File: src/rtl/led_pkg.sv
// Shared types and helpers for the multi-channel LED pattern generator.
package led_pkg;

   // Config fields are carried at their widest supported width; channels
   // zero-extend narrower inputs so the struct does not depend on parameters.
   localparam int CFG_PERIOD_W = 32;
   localparam int CFG_DUTY_W   = 16;

   typedef enum logic [1:0] {
      MODE_OFF     = 2'd0,
      MODE_STEADY  = 2'd1,
      MODE_BLINK   = 2'd2,
      MODE_BREATHE = 2'd3
   } mode_t;

   typedef struct packed {
      mode_t                   mode;
      logic [CFG_PERIOD_W-1:0] period;
      logic [CFG_DUTY_W-1:0]   duty;
   } cfg_t;

   // PWM compare: full scale is forced on so maximum brightness has no gap.
   function automatic logic pwm_on(input logic [31:0] cnt,
                                   input logic [31:0] x,
                                   input logic [31:0] max_val);
      return (x == max_val) ? 1'b1 : (cnt < x);
   endfunction

endpackage

File: src/rtl/led_chan.sv
// One LED channel: config registers, blink/breathe timing and raw PWM output.
module led_chan
   import led_pkg::*;
#(
   parameter int PWM_W      = 8,
   parameter int DIV_W      = 27,
   parameter int RST_MODE   = 2,
   parameter int RST_PERIOD = 100000000
) (
   input  logic             clk,
   input  logic             rst_n,
   input  logic [PWM_W-1:0] pwm_cnt,
   input  logic             commit,
   input  cfg_t             new_cfg,
   output logic             raw
);

   localparam logic [31:0]      PWM_MAX   = 32'((1 << PWM_W) - 1);
   localparam logic [PWM_W-1:0] LEVEL_MAX = '1;
   localparam cfg_t RST_CFG = '{mode:   mode_t'(2'(RST_MODE)),
                                period: 32'(RST_PERIOD),
                                duty:   16'(PWM_MAX)};

   cfg_t             cfg;
   logic [DIV_W-1:0] cnt;
   logic             phase;
   logic [PWM_W-1:0] level;
   logic             dir_up;
   logic [31:0]      p_eff;
   logic             wrap;
   logic [PWM_W-1:0] next_level;

   // Interval timing: a zero period behaves as one cycle so the counter always wraps.
   always_comb begin
      p_eff      = (cfg.period == '0) ? 32'd1 : cfg.period;
      wrap       = (32'(cnt) == (p_eff - 32'd1));
      next_level = dir_up ? (level + PWM_W'(1)) : (level - PWM_W'(1));
   end

   // Channel state: a commit reloads config and restarts timing, overriding any wrap.
   always_ff @(posedge clk or negedge rst_n) begin
      if (!rst_n) begin
         cfg    <= RST_CFG;
         cnt    <= '0;
         phase  <= 1'b0;
         level  <= '0;
         dir_up <= 1'b1;
      end else if (commit) begin
         cfg    <= new_cfg;
         cnt    <= '0;
         phase  <= 1'b0;
         level  <= '0;
         dir_up <= 1'b1;
      end else if (wrap) begin
         cnt   <= '0;
         phase <= ~phase;
         if (cfg.mode == MODE_BREATHE) begin
            level <= next_level;
            if (dir_up && (next_level == LEVEL_MAX)) begin
               dir_up <= 1'b0;
            end else if (!dir_up && (next_level == '0)) begin
               dir_up <= 1'b1;
            end
         end
      end else begin
         cnt <= cnt + DIV_W'(1);
      end
   end

   // Raw drive per mode; the top level registers it onto the pin.
   always_comb begin
      raw = 1'b0;
      case (cfg.mode)
         MODE_OFF:     raw = 1'b0;
         MODE_STEADY:  raw = pwm_on(32'(pwm_cnt), 32'(cfg.duty), PWM_MAX);
         MODE_BLINK:   raw = phase & pwm_on(32'(pwm_cnt), 32'(cfg.duty), PWM_MAX);
         MODE_BREATHE: raw = pwm_on(32'(pwm_cnt), 32'(level), PWM_MAX);
         default:      raw = 1'b0;
      endcase
   end

endmodule

File: src/rtl/led_pattern_gen.sv
// Multi-channel LED driver: shared PWM counter, config shadow with
// frame-boundary commit, and registered LED outputs.
module led_pattern_gen
   import led_pkg::*;
#(
   parameter int  NUM_CH     = 3,
   parameter int  DIV_W      = 27,
   parameter int  PWM_W      = 8,
   parameter int  RST_MODE   = 2,
   parameter int  RST_PERIOD = 100000000,
   localparam int CH_W       = (NUM_CH > 1) ? $clog2(NUM_CH) : 1
) (
   input  logic              clk,
   input  logic              rst_n,
   input  logic              cfg_valid,
   output logic              cfg_ready,
   input  logic [CH_W-1:0]   cfg_ch,
   input  logic [1:0]        cfg_mode,
   input  logic [DIV_W-1:0]  cfg_period,
   input  logic [PWM_W-1:0]  cfg_duty,
   output logic              cfg_err,
   output logic [NUM_CH-1:0] led
);

   localparam logic [PWM_W-1:0] PWM_MAX  = '1;
   localparam logic [CH_W:0]    NUM_CH_V = (CH_W + 1)'(NUM_CH);

   logic [PWM_W-1:0]  pwm_cnt;
   logic              pend;
   cfg_t              shadow;
   logic [CH_W-1:0]   shadow_ch;
   logic [NUM_CH-1:0] raw;
   logic              accept;
   logic              ch_ok;
   logic              commit;

   assign cfg_ready = ~pend;
   assign accept    = cfg_valid & ~pend;
   assign ch_ok     = ({1'b0, cfg_ch} < NUM_CH_V);
   assign commit    = pend & (pwm_cnt == PWM_MAX);

   // Free-running PWM counter; one frame spans its full range.
   always_ff @(posedge clk or negedge rst_n) begin
      if (!rst_n) begin
         pwm_cnt <= '0;
      end else begin
         pwm_cnt <= pwm_cnt + PWM_W'(1);
      end
   end

   // Request capture: valid targets wait in the shadow until the frame ends, bad targets pulse cfg_err.
   always_ff @(posedge clk or negedge rst_n) begin
      if (!rst_n) begin
         pend      <= 1'b0;
         cfg_err   <= 1'b0;
         shadow_ch <= '0;
         shadow    <= '{mode: MODE_OFF, period: '0, duty: '0};
      end else begin
         cfg_err <= accept & ~ch_ok;
         if (commit) begin
            pend <= 1'b0;
         end else if (accept && ch_ok) begin
            pend      <= 1'b1;
            shadow_ch <= cfg_ch;
            shadow    <= '{mode:   mode_t'(cfg_mode),
                           period: 32'(cfg_period),
                           duty:   16'(cfg_duty)};
         end
      end
   end

   for (genvar i = 0; i < NUM_CH; i++) begin : g_chan
      led_chan #(
         .PWM_W      (PWM_W),
         .DIV_W      (DIV_W),
         .RST_MODE   (RST_MODE),
         .RST_PERIOD (RST_PERIOD)
      ) u_chan (
         .clk     (clk),
         .rst_n   (rst_n),
         .pwm_cnt (pwm_cnt),
         .commit  (commit & (shadow_ch == CH_W'(i))),
         .new_cfg (shadow),
         .raw     (raw[i])
      );
   end

   // Output register keeps the pins free of decode glitches.
   always_ff @(posedge clk or negedge rst_n) begin
      if (!rst_n) begin
         led <= '0;
      end else begin
         led <= raw;
      end
   end

endmodule

File: config.mk
export PLATFORM = sky130hd
export DESIGN_NAME = led_pattern_gen
export DESIGN_NICKNAME = d
export VERILOG_FILES = /design/src/rtl/led_pkg.sv /design/src/rtl/led_chan.sv /design/src/rtl/led_pattern_gen.sv
export SDC_FILE = /design/constraint.sdc
export NUM_CORES = 1
export LEC_CHECK = 0
export BUFFER_PORTS_ARGS = -buffer_cell sky130_fd_sc_hd__buf_2
export CORE_MARGIN = 2
export CORE_UTILIZATION = 65
export CTS_CLUSTER_DIAMETER = 80
export DETAILED_ROUTE_END_ITERATION = 7
export HOLD_SLACK_MARGIN = 0.06
export PLACE_DENSITY = 0.83
export SYNTH_ARGS = -nofsm -noshare
export SYNTH_HDL_FRONTEND = slang
export SYNTH_SLANG_ARGS = --single-unit
File: constraint.sdc
create_clock -name clk -period 8.75 [get_ports clk]
set_input_delay 0.875 -clock clk [delete_from_list [all_inputs] [get_ports clk]]
set_output_delay 0.875 -clock clk [all_outputs]
set_load 0.03 [all_outputs]
==> impl_metrics.py <==
metrics = {
    "run_status": {
        "status": "finished, final reports clean",
    },
    "run": {
        "maxCapViolCount": 0,
    },
    "synth": {
        "synthesis.area_mm2": 0.01688,
        "synth_cell_types": 78,
        "synth-main-ff-cell": "dfrtp_1",
        "syn-instance-count": 1861,
        "synth_top_area_share": 0.3084,
        "ys_seq_elements": 274,
        "yosysMostFrequentCell": "nand2_1",
        "synth_area_per_cell_um2": 9.070,
        "synth-seq-area-share": 0.4111,
        "ys.warnings.count": 0,
        "synth_common_cells": "nand2_1 (257), dfrtp_1 (208), nor2_1 (160)",
        "ys_async_sr_fraction": 1.000,
        "synth_area_leaders": "dfrtp_1 (31%), dfstp_2 (10%), nand2_1 (5.7%), ha_1 (5.4%), xnor2_1 (5.1%)",
        "synth_area_leader_cell": "dfrtp_1",
        "synth_edf_count": 0,
        "syn-num-nets": 1979,
    },
    "placement": {
        "dpl.hpwl_um": 31680,
        "io_buffer_count": 46,
        "placed_cells": 2170,
        "place_ws_ns": 3.352,
        "globalplace.congestion": 0.9759,
        "placed_area_mm2": 0.01734,
    },
    "sta": {
        "drv_slew": 0,
        "max_slew_margin": 0.2511,
        "final-hold-violation-count": 0,
        "finClkSkew_ns": 0.01937,
        "period_share": 0.6307,
        "fin_setup_tns_ns": 0,
        "period_minus_slack_ns": 5.518,
        "rsz0062_at_grt": "no",
        "whs_ns": 0.3196,
        "max_freq_mhz": 181.2,
        "tightest_slew_ns": 1.123,
        "setup_violations": 0,
        "finalWorstSetupSlack_ns": 3.232,
    },
    "worst_setup_path": {
        "path_class": "register to register",
        "path_cells": "or4_1, nor4_1, a21oi_1, ha_1, nor3b_1, a311oi_1, a32o_1, nor2_1, or4b_2, or4_4, o21ai_2, nor2_1",
        "arrival_ns": 5.91,
        "max_stage_delay_ns": 0.85,
        "reg2reg_to": "g_chan[0].u_chan.cnt[20]$_DFF_PN0_",
        "r2r_slack_ns": 3.23,
        "worstPathMaxFanout": 27,
        "required_ns": 9.14,
        "cp-start-kind": "register",
        "worstReg2RegStart": "g_chan[0].u_chan.cfg[19]$_DFFE_PN0P_",
        "end_kind": "register",
        "path_common_cell": "nor2_1",
        "reg2reg_depth": 12,
        "slowest_stage": "o21ai_2",
    },
    "power_and_ir_drop": {
        "combPwrFrac": 0.049,
        "p_sw_frac": 0.2566,
        "clkPwrFrac": 0.417,
        "p_switching_uw": 738.1,
        "p_int_mw": 2.138,
        "p_total_mw": 2.876,
        "seqPwrFrac": 0.534,
        "leakage_nw": 8.104,
        "irDropWorstVdd_v": 0.0001747,
        "powerDensity_mw_per_mm2": 157.4,
    },
    "global_routing": {
        "grt_pass1_wl_um": 70910,
        "grt_pass1_vias": 13990,
        "grt_overflow_total": 0,
        "antenna_found_initial": 1,
        "grt_max_degree": 92,
        "track_usage": 0.3261,
    },
    "die": {
        "io-pin-count": 47,
        "rows": 58,
        "die_height_um": 165.2,
        "die-area_mm2": 0.02727,
        "start_util": 0.6665,
        "core_mm2": 0.02533,
        "die_width_um": 165.2,
    },
    "finish": {
        "fin_area_mm2": 0.01827,
        "areaGrowthSynthToFinish_pct": 8.250,
        "drive_gt1_frac": 0.1410,
        "fill_cells": 1881,
        "nNetsFinal": 1989,
        "final_util": 0.7215,
        "stdcell_count": 2225,
    },
    "cts": {
        "cts_buffers": 29,
        "clock_sinks": 274,
        "cts_hold_buffers": 0,
        "tritoncts": "yes",
        "root_buffer": "clkbuf_16",
        "cts.path.max_buffers": 3,
        "clkSlewWorstSetupHoldPaths_ns": 0.06,
        "post_cts_buffers": 0,
        "clk_latency_ns": 0.56,
        "htree_levels": 1,
        "ctsResizeCount": 0,
    },
    "min_path": {
        "hold_class": "input port to asynchronous set/reset pin",
    },
    "routing": {
        "routed_via_density": 6.374,
        "drt_iter0_markers": 1377,
        "final_antenna_net_count": 0,
        "route.detailed.drc": 0,
        "firstDrtPassIters": 6,
        "finalWirelength_um": 43980,
        "wire_per_inst_um": 19.77,
        "routed-via-count": 14180,
    },
}
[sequential cells by signal, indices dropped and copies added, names as in the netlist]
signal	flops
pwm_cnt	8
g_chan.u_chan.phase	3
g_chan.u_chan.level	24
g_chan.u_chan.dir_up	3
g_chan.u_chan.cnt	81
pend	1
g_chan.u_chan.cfg	111
led	3
cfg_err	1
shadow	37
shadow_ch	2
[cell type report]
class	instances	area [um^2]	share of cell area
inverters	85	319.1	0.01746
clock inverters	5	32.53	0.001780
clock buffers	49	902.1	0.04937
multi-input cells	1422	9326	0.5104
diodes	1	2.502	0.0001369
well taps	330	412.9	0.02260
repair buffers	59	337.8	0.01849
flip-flops and latches	274	6939	0.3798
[routing by layer]
layer  vias up  wire length [um]  GRT usage
met5         -                 0          0
met4         0              1941     0.1466
met3       135              2922    0.05045
met2       547             21140     0.5447
met1      6878             17970     0.4207
li1       6622                 -          -
[how the worst max path moves through the flow]
stage | cells past startpoint | slack, ns | startpoint | endpoint
floorplan | 15 | 4.08 | g_chan[0].u_chan.cfg[31]$_DFFE_PN1P_ | g_chan[0].u_chan.cnt[18]$_DFF_PN0_
global placement | 13 | 3.46 | g_chan[0].u_chan.cfg[31]$_DFFE_PN1P_ | g_chan[0].u_chan.cnt[26]$_DFF_PN0_
detailed placement | 12 | 3.35 | g_chan[0].u_chan.cfg[19]$_DFFE_PN0P_ | g_chan[0].u_chan.cnt[11]$_DFF_PN0_
CTS | 12 | 3.28 | g_chan[0].u_chan.cfg[19]$_DFFE_PN0P_ | g_chan[0].u_chan.cnt[20]$_DFF_PN0_
global route | 12 | 2.93 | g_chan[0].u_chan.cfg[19]$_DFFE_PN0P_ | g_chan[0].u_chan.cnt[20]$_DFF_PN0_
finish | 12 | 3.23 | g_chan[0].u_chan.cfg[19]$_DFFE_PN0P_ | g_chan[0].u_chan.cnt[20]$_DFF_PN0_
[power groups by stage]
| stage | Clock [mW] | Combinational [mW] | Sequential [mW] |
|---|---|---|---|
| after detailed placement | 0 | 0.140 | 1.55 |
| after CTS | 1.21 | 0.143 | 1.53 |
| after floorplan | 0 | 0.0921 | 1.45 |
| after global placement | 0 | 0.134 | 1.55 |
| after global routing | 1.27 | 0.155 | 1.54 |
| final | 1.20 | 0.140 | 1.54 |
[worst max-delay path, delay by kind of cell, from the launching register on]
kind | cells | cell delay [ns]
and+or+nand+nor | 7 | 3.03
AOI/OAI and AO/OA | 4 | 1.52
DFF | 1 | 0.47
adders and majority gates | 1 | 0.31
[cells in the final DEF (no fill, tap or decap), drive strengths merged, types with 11 or more instances in the layout]
cell type	Yosys	layout
o211ai	12	12
nor2	160	160
inv	85	86
o21ai	90	90
and3	18	18
a21o	21	21
ha	73	73
dfrtp	208	208
clkbuf	65	49
nand2b	13	13
o21a	12	12
nor3	38	38
xor2	84	84
or4	25	25
or3	20	20
dfstp	66	66
nand4	71	71
and4	15	15
o22ai	13	13
mux2	67	67
nand3	73	73
nor2b	12	12
a21oi	58	58
xnor2	98	98
buf	15	59
nor4	42	42
and2	11	11
nand2	257	257
[kinds of logic after synthesis]
family,after synthesis,share of synthesized area
mux,76,0.05003
compound gates,286,0.1093
buf+inv,165,0.03803
fa+ha+maj,76,0.05767
xor+xnor,183,0.09577
simple gates,801,0.2382
flops,274,0.4111
(Power assumes the default switching activity.)
